[src/rtl/fp_mul_arb_pkg.sv]
// -----------------------------------------------------------------------------
// fp_mul_arb_pkg
// Shared types and helpers for the FP multiplier arbiter.
//   FP_WIDTH  : operand / product width (single precision)
//   MAX_REQ   : largest supported requester count
//   ID_MAX_W  : requester-id width able to cover MAX_REQ
//   tag_t     : {valid, id} token that shadows one product through FPMul
//   onehot    : id -> one-hot vector
//   prio_enc  : lowest set bit -> index
// -----------------------------------------------------------------------------
package fp_mul_arb_pkg;

  localparam int FP_WIDTH = 32;
  localparam int MAX_REQ  = 16;
  localparam int ID_MAX_W = 4;

  typedef logic [ID_MAX_W-1:0] req_id_t;

  typedef struct packed {
    logic    valid;
    req_id_t id;
  } tag_t;

  function automatic logic [MAX_REQ-1:0] onehot(input req_id_t id);
    logic [MAX_REQ-1:0] vec;
    vec     = '0;
    vec[id] = 1'b1;
    return vec;
  endfunction

  // Lowest index wins; returns 0 for an empty vector.
  function automatic req_id_t prio_enc(input logic [MAX_REQ-1:0] vec);
    req_id_t idx;
    idx = '0;
    for (int i = MAX_REQ - 1; i >= 0; i--) begin
      if (vec[i]) idx = req_id_t'(i);
    end
    return idx;
  endfunction

endpackage

[src/rtl/fp_mul_arbiter_if.sv]
// -----------------------------------------------------------------------------
// fp_mul_arbiter_if
// Bundles the requester handshake, the FPMul operand/result path and the
// response broadcast of fp_mul_arbiter.
//   slave  : the arbiter's view (drives req_ready, mul_a/b, resp_*, busy)
//   master : the environment's view (requesters plus the FPMul result)
// -----------------------------------------------------------------------------
interface fp_mul_arbiter_if #(
  parameter int NUM_REQ = 4
);
  import fp_mul_arb_pkg::*;

  logic [NUM_REQ-1:0]          req_valid;
  logic [NUM_REQ*FP_WIDTH-1:0] req_a;
  logic [NUM_REQ*FP_WIDTH-1:0] req_b;
  logic [NUM_REQ-1:0]          req_ready;
  logic [FP_WIDTH-1:0]         mul_a;
  logic [FP_WIDTH-1:0]         mul_b;
  logic [FP_WIDTH-1:0]         mul_q;
  logic [NUM_REQ-1:0]          resp_valid;
  logic [FP_WIDTH-1:0]         resp_data;
  logic                        busy;

  modport slave (
    input  req_valid, req_a, req_b, mul_q,
    output req_ready, mul_a, mul_b, resp_valid, resp_data, busy
  );

  modport master (
    output req_valid, req_a, req_b, mul_q,
    input  req_ready, mul_a, mul_b, resp_valid, resp_data, busy
  );

endinterface

[src/rtl/fp_mul_tag_pipe.sv]
// -----------------------------------------------------------------------------
// fp_mul_tag_pipe
// LATENCY-deep shadow of the FPMul pipeline. The newest tag enters the top
// stage every edge and reaches stage 0 exactly when its product leaves FPMul.
//   clk, areset_n : clock, asynchronous active-low clear
//   tag_i         : {accept, granted id} for this cycle
//   tag_o         : tag aligned with the current FPMul output
//   busy_o        : any valid tag in flight
// -----------------------------------------------------------------------------
module fp_mul_tag_pipe
  import fp_mul_arb_pkg::*;
#(
  parameter int LATENCY = 3
) (
  input  logic clk,
  input  logic areset_n,
  input  tag_t tag_i,
  output tag_t tag_o,
  output logic busy_o
);

  tag_t stage_q [LATENCY];

  always_ff @(posedge clk or negedge areset_n) begin
    if (!areset_n) begin
      // NOTE: the whole tag array is cleared, not just a pointer: a stale valid
      // bit would emit a phantom response for a product discarded at reset.
      for (int s = 0; s < LATENCY; s++) stage_q[s] <= '0;
    end else begin
      // NOTE: non-blocking so every stage takes its neighbour's pre-edge value;
      // blocking here would collapse the shift into a single stage.
      stage_q[LATENCY-1] <= tag_i;
      for (int s = 0; s < LATENCY - 1; s++) stage_q[s] <= stage_q[s+1];
    end
  end

  assign tag_o = stage_q[0];

  always_comb begin
    busy_o = 1'b0;
    for (int s = 0; s < LATENCY; s++) busy_o = busy_o | stage_q[s].valid;
  end

endmodule

[src/rtl/fp_mul_arbiter.sv]
// -----------------------------------------------------------------------------
// fp_mul_arbiter
// Shares one fixed-latency, fully pipelined FPMul among NUM_REQ requesters.
// One request is granted per cycle, its operands go to FPMul, and a tag of
// equal latency routes the product back to its owner.
//   clk, areset_n : clock, asynchronous active-low reset
//   bus (slave)   : req_valid/req_a/req_b/req_ready handshake, mul_a/mul_b to
//                   FPMul, mul_q from FPMul, resp_valid/resp_data, busy
// Configuration macro:
//   FP_MUL_ARB_FIXED_PRIO_EN : fixed priority (lowest index wins), no rr_ptr.
//                              Undefined: round-robin starting at rr_ptr.
// -----------------------------------------------------------------------------
module fp_mul_arbiter
  import fp_mul_arb_pkg::*;
#(
  parameter int NUM_REQ = 4,
  parameter int LATENCY = 3
) (
  input  logic             clk,
  input  logic             areset_n,
  fp_mul_arbiter_if.slave  bus
);

  localparam int ID_W = $clog2(NUM_REQ);

  logic            grant_found;
  logic [ID_W-1:0] grant_id;
  tag_t            tag_in;
  tag_t            tag_out;

`ifdef FP_MUL_ARB_FIXED_PRIO_EN

  always_comb begin
    grant_found = (|bus.req_valid) && areset_n;
    grant_id    = ID_W'(prio_enc(MAX_REQ'(bus.req_valid)));
  end

`else

  logic [ID_W-1:0] rr_ptr_q;
  logic [ID_W-1:0] rr_ptr_d;

  // Search rr_ptr, rr_ptr+1, ... wrapping at NUM_REQ. One spare bit holds the
  // unwrapped sum so non-power-of-two counts wrap correctly.
  always_comb begin
    logic [ID_W:0] idx;
    // NOTE: every variable gets a default before any branch, so no path can
    // leave it unassigned and infer a latch.
    idx         = '0;
    grant_found = 1'b0;
    grant_id    = '0;
    for (int k = 0; k < NUM_REQ; k++) begin
      idx = {1'b0, rr_ptr_q} + (ID_W+1)'(k);
      if (idx >= (ID_W+1)'(NUM_REQ)) idx = idx - (ID_W+1)'(NUM_REQ);
      if (!grant_found && bus.req_valid[idx[ID_W-1:0]]) begin
        grant_found = 1'b1;
        grant_id    = idx[ID_W-1:0];
      end
    end
    // Grants are suppressed while reset is held.
    if (!areset_n) grant_found = 1'b0;
  end

  assign rr_ptr_d = (grant_id == ID_W'(NUM_REQ - 1)) ? '0 : grant_id + 1'b1;

  always_ff @(posedge clk or negedge areset_n) begin
    if (!areset_n)        rr_ptr_q <= '0;
    else if (grant_found) rr_ptr_q <= rr_ptr_d;
  end

`endif

  // Grant decode and operand mux; operands are zero when nothing is granted.
  always_comb begin
    bus.req_ready = '0;
    bus.mul_a     = '0;
    bus.mul_b     = '0;
    for (int i = 0; i < NUM_REQ; i++) begin
      if (grant_found && (grant_id == ID_W'(i))) begin
        bus.req_ready[i] = 1'b1;
        bus.mul_a        = bus.req_a[FP_WIDTH*i +: FP_WIDTH];
        bus.mul_b        = bus.req_b[FP_WIDTH*i +: FP_WIDTH];
      end
    end
  end

  always_comb begin
    tag_in       = '0;
    tag_in.valid = grant_found;
    tag_in.id    = req_id_t'(grant_id);
  end

  fp_mul_tag_pipe #(
    .LATENCY (LATENCY)
  ) u_tag_pipe (
    .clk      (clk),
    .areset_n (areset_n),
    .tag_i    (tag_in),
    .tag_o    (tag_out),
    .busy_o   (bus.busy)
  );

  always_comb begin
    bus.resp_valid = '0;
    for (int i = 0; i < NUM_REQ; i++) begin
      bus.resp_valid[i] = tag_out.valid && (tag_out.id == req_id_t'(i));
    end
  end

  // Product is broadcast; only the owner's resp_valid qualifies it.
  assign bus.resp_data = bus.mul_q;

endmodule

[src/flat_wrapper.sv]
// flat-port wrapper written by rule: the top's interface ports become plain ports
module fp_mul_arbiter_flat import fp_mul_arb_pkg::*;
#(
  parameter int NUM_REQ = 4,
  parameter int LATENCY = 3
)
  (clk, areset_n, bus_req_valid, bus_req_a, bus_req_b, bus_mul_q, bus_req_ready, bus_mul_a, bus_mul_b, bus_resp_valid, bus_resp_data, bus_busy);
  fp_mul_arbiter_if #(.NUM_REQ(NUM_REQ)) bus_i ();
  input  logic clk;
  input  logic areset_n;
  input wire logic [$bits(bus_i.req_valid)-1:0] bus_req_valid;
  input wire logic [$bits(bus_i.req_a)-1:0] bus_req_a;
  input wire logic [$bits(bus_i.req_b)-1:0] bus_req_b;
  input wire logic [$bits(bus_i.mul_q)-1:0] bus_mul_q;
  output wire logic [$bits(bus_i.req_ready)-1:0] bus_req_ready;
  output wire logic [$bits(bus_i.mul_a)-1:0] bus_mul_a;
  output wire logic [$bits(bus_i.mul_b)-1:0] bus_mul_b;
  output wire logic [$bits(bus_i.resp_valid)-1:0] bus_resp_valid;
  output wire logic [$bits(bus_i.resp_data)-1:0] bus_resp_data;
  output wire logic [$bits(bus_i.busy)-1:0] bus_busy;
  assign bus_i.req_valid = bus_req_valid;
  assign bus_i.req_a = bus_req_a;
  assign bus_i.req_b = bus_req_b;
  assign bus_i.mul_q = bus_mul_q;
  assign bus_req_ready = bus_i.req_ready;
  assign bus_mul_a = bus_i.mul_a;
  assign bus_mul_b = bus_i.mul_b;
  assign bus_resp_valid = bus_i.resp_valid;
  assign bus_resp_data = bus_i.resp_data;
  assign bus_busy = bus_i.busy;
  fp_mul_arbiter #(.NUM_REQ(NUM_REQ), .LATENCY(LATENCY)) u_core (.clk(clk), .areset_n(areset_n), .bus(bus_i));
endmodule
[config.mk]
export PLATFORM = sky130hd
export DESIGN_NAME = fp_mul_arbiter_flat
export DESIGN_NICKNAME = d
export VERILOG_FILES = /design/src/rtl/fp_mul_arb_pkg.sv /design/src/rtl/fp_mul_arbiter_if.sv /design/src/rtl/fp_mul_tag_pipe.sv /design/src/rtl/fp_mul_arbiter.sv /design/src/flat_wrapper.sv
export SDC_FILE = /design/constraint.sdc
export NUM_CORES = 1
export LEC_CHECK = 0
export CAP_MARGIN = 10
export CORE_AREA = 3 3 155 157
export CTS_BUF_LIST = sky130_fd_sc_hd__clkbuf_16
export CTS_CLUSTER_DIAMETER = 120
export CTS_CLUSTER_SIZE = 28
export DETAILED_ROUTE_END_ITERATION = 10
export DIE_AREA = 0 0 158 160
export GPL_ROUTABILITY_DRIVEN = 0
export PLACE_DENSITY_LB_ADDON = 0.12
export SYNTH_ARGS = -nofsm -noshare
export SYNTH_HDL_FRONTEND = slang
export SYNTH_SLANG_ARGS = --single-unit
export TNS_END_PERCENT = 30
[constraint.sdc]
create_clock -name clk -period 4 [get_ports clk]
set_clock_uncertainty 0.05 [all_clocks]
set_input_delay 0.8 -clock clk [delete_from_list [all_inputs] [get_ports clk]]
set_output_delay 0.8 -clock clk [all_outputs]
set_load 0.05 [all_outputs]
==> results of run 1 <==
## synthesized netlist by cell type (2+ instances only)
cell type,n,share of area (%)
a21oi_1,65,10
and3b_1,65,18
buf_1,7,0.83
nor2_1,4,0.47
buf_2,8,1.3
o22ai_1,2,0.39
ha_1,4,1.6
buf_4,33,7.8
clkbuf_1,39,4.6
and2_1,2,0.39
nor2b_1,2,0.39
dfrtp_1,11,8.7
inv_1,4,0.47
nand2_1,69,8.2
o22a_1,2,0.55
o221ai_1,64,18
buf_6,2,0.71
a21o_1,65,15
## repair_timing
item | CTS | global route
pin swaps | 3 | 2
setup endpoints to repair | 64 | 64
gates cloned | 2 | 0
resized for setup | 6 | 13
## kinds of logic after synthesis
logic type,share of synthesized area (%)
compound gates,45.8
simple gates,28.1
buf+inv,15.8
flops,8.67
fa+ha+maj,1.58
## metrics by stage
step	hold slack [ns]	util, %	area (µm²)	total power, mW	worst slack, ns
floorplan	0.281	-	3180	2.47	0.0143
global placement	0.287	32.7	7410	4.30	-0.160
detailed placement	0.291	32.7	7410	4.34	-0.233
CTS	0.301	33.4	7570	4.62	0.0117
global route	0.308	33.7	7630	4.88	0.0270
finish	0.298	33.7	7630	4.58	0.133
## how the worst max path moves through the flow
stage / slack (ns) / end / startpoint
floorplan: 0.01 / bus_mul_a[0] / bus_req_valid[3]
CTS: 0.01 / bus_mul_b[18] / bus_req_valid[1]
finish: 0.13 / bus_mul_b[17] / bus_req_valid[0]
detailed placement: -0.23 / bus_mul_b[28] / bus_req_valid[0]
global route: 0.03 / bus_mul_b[16] / bus_req_valid[0]
global placement: -0.16 / bus_mul_b[12] / bus_req_valid[0]
## metal layers
metal | GRT usage [%] | routed length, µm | vias up
met1 | 17.7 | 7960 | 2259
met5 | 0 | 11 | -
met2 | 28.9 | 11000 | 212
li1 | - | - | 2289
met3 | 3.90 | 1560 | 28
met4 | 3.56 | 411 | 2
## sequential cells by signal, indices dropped and copies added (netlist names)
| name | count |
|---|---|
| u_core.u_tag_pipe.stage_q | 6 |
| u_core.u_tag_pipe.tag_o | 3 |
| u_core.rr_ptr_q | 2 |
## power by group through the flow
| stage | clock network (mW) | logic (mW) | registers [mW] |
|---|---|---|---|
| global placement | 0 | 4.13 | 0.170 |
| global route | 0.192 | 4.51 | 0.177 |
| finish | 0.179 | 4.23 | 0.172 |
| floorplan | 0 | 2.31 | 0.165 |
| CTS | 0.184 | 4.26 | 0.170 |
| detailed placement | 0 | 4.16 | 0.171 |
## area by class of cell
type	count	area, µm²	share of cell area, %
clock buffers	3	75.1	0.984
multi-input cells	352	2480	32.5
inverters	5	18.8	0.246
clock inverters	1	3.75	0.0492
diodes	2	5.00	0.0656
flip-flops and latches	11	275	3.61
well taps	285	357	4.68
repair buffers	382	4420	57.9
==> flow_summary.toml, run 1 <==
[status]
status = "complete, no violations"

[setup_path]
crit_cells = 10
worst_r2r_endpoint = "u_core.rr_ptr_q[1]$_DFFE_PN0P_"
slowest_stage = "dlygate4sd2_1"
crit_path_start_kind = "primary input"
path_cells = "dlygate4sd2_1, nor2b_1, nor3_2, o22a_4, ha_4, bufbuf_16, and3b_1, o221ai_1, a21oi_1, buf_4"
path_class = "primary input to output pin"
r2r_setup_slack_ns = 2.44
crit_family = "buffers and inverters"
cp_max_fo = 9
cp.required_ns = 3.15
reg2reg_from = "u_core.rr_ptr_q[1]$_DFFE_PN0P_"
rr_worst_depth = 6
cpPeakStageDelay_ns = 0.31
path_buf_inv = 3
worstPathArrival_ns = 3.02
worst_setup_path_end_kind = "output pin"

[grt]
antenna_found_initial = 3
grt-ovfl-total = 0
grt_pass1_vias = 5372
grt_max_degree = 43
grt_pass1_wl_um = 31400
grt_usage_pct = 15.6

[power_and_ir_drop]
power.leakage_nw = 3.39
p_int_mw = 2.29
p_seq_share_pct = 3.7
swShare_pct = 50.1
p_per_area_nw_per_um2 = 600
power_switching_mw = 2.29
vdd_drop_max_v = 0.000193
clkPwrFrac_pct = 3.9
combPwrFrac_pct = 92.3

[clock_network]
post_cts_buffers = 0
clk-insertion-delay-late_ns = 0.24
cts_root_buf = "clkbuf_16"
cts_buffers = 3
cts_tree = "yes"
htree_levels = 1
ctsHoldBuffers = 0
clk_pin_slew_ns = 0.04
cts.path.max_buffers = 2
clkSinkCount = 11

[sta]
max_freq_ghz = 0.259
fin_crit_sh_pct = 96.7
setup_viol_count_final = 0
tightest_slew_ns = 0.506
period_needed_ns = 3.87
finalMaxSlewViolations = 0
fin_tns_setup_ns = 0
hold_violations = 0
slew_headroom_pct = 66.2
rsz0062_at_grt = "no"

[layout]
drive_gt1_share_pct = 18.7
final_cells = 1041
synthToLayoutAreaGrowth_pct = 140
mostFrequentLayoutCell = "clkdlybuf4s50_1"
nFillCells = 2309
nets = 1053
final_cell_mix = "clkdlybuf4s50_1 (263), nand2_1 (69), buf_12 (66)"

[placed_design]
port_buffers = 334
dp_hpwl_um = 16400
placedCellCount = 1033

[worst_hold_path]
hold_end = "u_core.u_tag_pipe.tag_o[1]$_DFF_PN0_"
hold_path_class = "flop to flop"
hp-start = "u_core.u_tag_pipe.stage_q[6]$_DFF_PN0_"
holdPathStages = 0

[synth]
async_reset_ff_share_pct = 100
netlist_instances = 457
synth_area_um2 = 3180
synth-edff-count = 0
synth_seq_cells = 11
syn_avg_cell_area_um2 = 6.95
syn_nets = 755
ys_seq_area_share_pct = 8.67
synth_warnings = 0
synth_ff_type = "dfrtp_1"
ys_types = 27

[routing]
via_count = 4790
first_pass_iters = 6
first_iter_violations = 165
drc = 0
routed_wl_um = 20900
routedWlPerCell_um = 20.1
detail-route-antenna-nets = 0
vias_per_cell = 4.60

[floorplan]
core_region_area_um2 = 22600
rows = 55
start_util_pct = 14.0
die_area_um2 = 25300
die_w_um = 158
die_y_um = 160
boundaryPins = 399

[job]
cap_violations = 0
No activity file was read; power rests on OpenSTA's default activity.
==> inputs of run 2 (changes only) <==
==> constraint.sdc (replaced) <==
create_clock -name clk -period 4 [get_ports clk]
set_clock_uncertainty 0.05 [all_clocks]
set_input_delay 0.8 -clock clk [delete_from_list [all_inputs] [get_ports clk]]
set_output_delay 0.8 -clock clk [all_outputs]
set_load 0.005 [all_outputs]
==> run 2 against run 1 <==
  * Maximum frequency is 1.4% lower
  * Sequential power is 3% higher
  * Hold slack worse by 0.0038 ns
  * Critical path depth is 1 higher
  * Register-to-register slack hardly changed
  * Via count is 2.2% lower
  * Count of clock-buffer cells in the layout stayed put
  * Sequential cell count stayed put
  * Die area stayed put
==> flow_summary.toml, run 2 (synthesized netlist as in run 1, its figures left out) <==
[layout]
regMostFlops = "u_core.u_tag_pipe.stage_q"
design_area_um2 = 7090
largest_reg_flops = 6
drive_gt1_share_pct = 8.75
synthToLayoutAreaGrowth_pct = 123
post-route-util_pct = 31.3
nFillCells = 2446
final_cell_mix = "clkdlybuf4s50_1 (279), nand2_1 (69), a21o_1 (65), and3b_1 (65)"
nets = 1042
mostFrequentLayoutCell = "clkdlybuf4s50_1"
final_cells = 1029

[floorplan]
die_y_um = 160
core_region_area_um2 = 22600
die_w_um = 158
start_util_pct = 14.0
boundaryPins = 399
rows = 55
die_area_um2 = 25300

[setup_path]
slowest_stage = "clkdlybuf4s50_1"
reg2reg_from = "u_core.rr_ptr_q[1]$_DFFE_PN0P_"
rr_worst_depth = 6
path_buf_inv = 4
path_class = "primary input to output pin"
crit_family = "buffers and inverters"
worstPathArrival_ns = 3.07
crit_path_start_kind = "primary input"
cp.required_ns = 3.15
worst_r2r_endpoint = "u_core.rr_ptr_q[1]$_DFFE_PN0P_"
r2r_setup_slack_ns = 2.43
worst_setup_path_end_kind = "output pin"
cp_max_fo = 23
path_cells = "dlygate4sd2_1, a21o_1, a21oi_2, o22ai_2, buf_4, ha_4, buf_12, and3b_1, o221ai_1, a21oi_1, clkdlybuf4s50_1"
cpPeakStageDelay_ns = 0.52

[sta]
hold_violations = 0
slew_headroom_pct = 73.3
setup_viol_count_final = 0
hold_ws_ns = 0.294
fin_crit_sh_pct = 98.0
fin_tns_setup_ns = 0
period_needed_ns = 3.92
rsz0062_at_grt = "yes"
tightest_slew_ns = 0.399
max_freq_ghz = 0.255
fin_ws_ns = 0.0802
finalMaxSlewViolations = 0

[power_and_ir_drop]
vdd_drop_max_v = 0.000241
power_mw = 3.13
power.leakage_nw = 3.37
p_per_area_nw_per_um2 = 442

[routing]
via_count = 4684
routedWlPerCell_um = 19.7
drc = 0
first_iter_violations = 191
detail-route-antenna-nets = 0
vias_per_cell = 4.55
first_pass_iters = 5
routed_wl_um = 20300

[worst_hold_path]
hp-start = "u_core.u_tag_pipe.stage_q[5]$_DFF_PN0_"
hold_path_class = "flop to flop"
holdPathStages = 0
hold_end = "u_core.u_tag_pipe.tag_o[0]$_DFF_PN0_"

[grt]
antenna_found_initial = 1
grt_pass1_vias = 4933
grt_usage_pct = 14.7
grt-ovfl-total = 0
grt_max_degree = 39
grt_pass1_wl_um = 29400

[placed_design]
preCtsSetupSlack_ns = -0.479
placedCellCount = 1016
place_area_um2 = 6810
port_buffers = 334
dp_hpwl_um = 15800

[clock_network]
clk-insertion-delay-late_ns = 0.24
cts_root_buf = "clkbuf_16"
cts.path.max_buffers = 2
clk_pin_slew_ns = 0.05
cts_buffers = 3
cts_tree = "yes"
htree_levels = 1
clkSinkCount = 11
ctsHoldBuffers = 0

[status]
status = "complete, no violations"

[job]
cap_violations = 0
run 2: cell count changes in the layout (fill, tap and decap cells not counted), sizes merged:
cell / delta
clkdlybuf4s15: +1
buf: -79
bufbuf: -1
diode: -1
clkdlybuf4s50: +16
clkbuf: +5
dlygate4sd2: +37
dlymetal6s2s: +10
run 2: report_power, final:
| part | leakage (nW) | total [mW] | switching [mW] | internal (mW) |
|---|---|---|---|---|
| clock | 0.0423 | 0.183 | 0.0518 | 0.131 |
| sequential | 0.133 | 0.178 | 0.0320 | 0.146 |
| combinational | 3.19 | 2.77 | 1.24 | 1.53 |
| total | 3.37 | 3.13 | 1.32 | 1.81 |
run 2: final cells by class:
| cell class | count | area, µm² | share of cell area [%] |
|---|---|---|---|
| diodes | 1 | 2.50 | 0.0353 |
| clock buffers | 3 | 75.1 | 1.06 |
| clock inverters | 1 | 3.75 | 0.0530 |
| inverters | 5 | 21.3 | 0.300 |
| multi-input cells | 352 | 2510 | 35.4 |
| flip-flops and latches | 11 | 275 | 3.88 |
| well taps | 285 | 357 | 5.03 |
| repair buffers | 371 | 3840 | 54.3 |
run 2: metal layers:
metal,up-vias,wire length [µm],track usage (%)
met2,219,10800,28.2
li1,2266,-,-
met5,-,0,0
met4,0,453,3.32
met3,25,1450,3.04
met1,2174,7610,16.2
run 2: how the worst max path moves through the flow:
stage                     to  slack (ns)             start  cells after the start
6_report        bus_mul_b[1]        0.08  bus_req_valid[1]                     11
5_1_grt         bus_mul_b[8]       -0.03  bus_req_valid[1]                     11
4_1_cts        bus_mul_b[30]      -0.004  bus_req_valid[2]                     10
3_5_place_dp   bus_mul_a[23]       -0.48  bus_req_valid[0]                     10
3_3_place_gp   bus_mul_a[23]       -0.43  bus_req_valid[2]                     10
2_1_floorplan   bus_mul_a[0]        0.64  bus_req_valid[3]                      9
run 2: repair_timing:
action,CTS,global route
setup endpoints to repair,67,38
pin swaps,13,8
gates resized for setup,61,26
hold endpoints to repair,0,0
buffers inserted,3,2
cloned,2,1
==> inputs of run 3 (changes only) <==
--- a/config.mk
+++ b/config.mk
@@ -14,6 +14,7 @@
 export DIE_AREA = 0 0 158 160
 export GPL_ROUTABILITY_DRIVEN = 0
 export PLACE_DENSITY_LB_ADDON = 0.12
+export SETUP_SLACK_MARGIN = 0.1
 export SYNTH_ARGS = -nofsm -noshare
 export SYNTH_HDL_FRONTEND = slang
 export SYNTH_SLANG_ARGS = --single-unit
==> run 3 against run 2 <==
  * Count of clock-buffer cells in the layout is the same
  * Sequential cell count is the same
  * Hold slack is essentially flat
  * Combinational power is essentially flat
  * First-iteration DRC count shrank 20%
  * Via count shrank 0.45%
  * Final cell count is essentially flat
  * Clock power is essentially flat
  * Register-to-register slack lost 0.14 ns
  * Wire length shrank 0.20%
==> flow_summary.toml, run 3 (synthesized netlist as in run 1, its figures left out) <==
[sta]
slew_headroom_pct = 73.1
rsz0062_at_grt = "yes"
fin_tns_setup_ns = 0
hold_violations = 0
hold_ws_ns = 0.294
fin_crit_sh_pct = 97.3
finalMaxSlewViolations = 0
tightest_slew_ns = 0.402
max_freq_ghz = 0.257
period_needed_ns = 3.89
setup_viol_count_final = 0

[clock_network]
cts_root_buf = "clkbuf_16"
cts_buffers = 3
clk-insertion-delay-late_ns = 0.24
htree_levels = 1
clkSinkCount = 11
clk_pin_slew_ns = 0.04
cts.path.max_buffers = 2
cts_tree = "yes"

[setup_path]
worstPathArrival_ns = 3.04
reg2reg_from = "u_core.rr_ptr_q[1]$_DFFE_PN0P_"
worst_r2r_endpoint = "u_core.rr_ptr_q[1]$_DFFE_PN0P_"
rr_worst_depth = 6
cp.required_ns = 3.15
r2r_setup_slack_ns = 2.29
worst_setup_path_end_kind = "output pin"
crit_path_start_kind = "primary input"
path_class = "primary input to output pin"
cp_max_fo = 24

[floorplan]
die_y_um = 160
rows = 55
die_area_um2 = 25300
start_util_pct = 14.0
boundaryPins = 399
die_w_um = 158
core_region_area_um2 = 22600

[layout]
nFillCells = 2429
final_cell_mix = "clkdlybuf4s50_1 (268), nand2_1 (69), a21o_1 (65), and3b_1 (65), o221ai_1 (62)"
regMostFlops = "u_core.u_tag_pipe.stage_q"
nets = 1041
mostFrequentLayoutCell = "clkdlybuf4s50_1"
largest_reg_flops = 6
synthToLayoutAreaGrowth_pct = 123
drive_gt1_share_pct = 9.57

[routing]
vias_per_cell = 4.54
routedWlPerCell_um = 19.7
detail-route-antenna-nets = 0
drc = 0
via_count = 4663
first_pass_iters = 4
first_iter_violations = 153
routed_wl_um = 20300

[power_and_ir_drop]
power.leakage_nw = 3.39
p_per_area_nw_per_um2 = 441
vdd_drop_max_v = 0.000263

[grt]
grt_usage_pct = 14.8
antenna_found_initial = 1
grt_pass1_vias = 4963
grt_max_degree = 39
grt_pass1_wl_um = 29700
grt-ovfl-total = 0

[placed_design]
port_buffers = 334
dp_hpwl_um = 15800

[worst_hold_path]
hold_end = "u_core.u_tag_pipe.tag_o[0]$_DFF_PN0_"
holdPathStages = 0
hp-start = "u_core.u_tag_pipe.stage_q[5]$_DFF_PN0_"
hold_path_class = "flop to flop"

[job]
cap_violations = 0

[status]
status = "complete, no violations"
## run 3: worst max path at each step
stage	start	end	slack, ns	cells past startpoint
global placement	bus_req_valid[2]	bus_mul_a[23]	-0.43	10
CTS	bus_req_valid[1]	bus_mul_a[31]	0.03	11
detailed placement	bus_req_valid[0]	bus_mul_a[23]	-0.48	10
finish	bus_req_valid[2]	bus_mul_a[9]	0.11	10
floorplan	bus_req_valid[3]	bus_mul_a[0]	0.64	9
global route	bus_req_valid[2]	bus_mul_b[9]	-0.01	11
## run 3: timing repair
item,in CTS,in global routing
gates cloned,3,0
pin swaps,13,14
endpoints found under the setup margin,68,25
gates resized for setup,75,38
setup buffers,4,0
hold buffers,0,0
## run 3: through the flow
stage	instances	power (mW)	util, %	instance area [µm²]	setup slack [ns]
final	1028	3.13	31.3	7080	0.106
after global routing	1028	3.39	31.3	7080	-0.0121
after global placement	1016	2.89	30.1	6810	-0.433
after CTS	1027	3.15	31.0	7020	0.0296
after detailed placement	1016	2.90	30.1	6810	-0.479
after floorplan	457	1.55	-	3180	0.639
## run 3: where the power goes
part | internal [mW] | switching (mW) | total (mW)
sequential | 0.146 | 0.0329 | 0.179
combinational | 1.52 | 1.25 | 2.76
clock | 0.131 | 0.0519 | 0.183
## run 3: routing by layer
layer	track usage [%]	wire [µm]	vias up
met4	3.17	421	0
met2	28.5	10900	221
met3	2.93	1410	24
li1	-	-	2265
met1	16.6	7550	2153
met5	0	0	-
## run 3: area by class of cell
class	count	area [µm²]	share of cell area (%)
Tap cell	285	357	5.03
Multi-Input combinational cell	352	2530	35.7
Sequential cell	11	275	3.89
Antenna cell	1	2.50	0.0353
Clock inverter	1	3.75	0.0530
Clock buffer	3	75.1	1.06
Inverter	5	21.3	0.300
Timing Repair Buffer	370	3820	53.9
## run 3: worst max-delay path, cell delays in order
cell,delay (ns)
clkdlybuf4s15_2,0.23
inv_2,0.06
o221a_4,0.28
o22a_4,0.24
ha_4,0.22
buf_12,0.17
and3b_1,0.21
o221ai_1,0.16
a21oi_1,0.16
clkdlybuf4s50_1,0.52
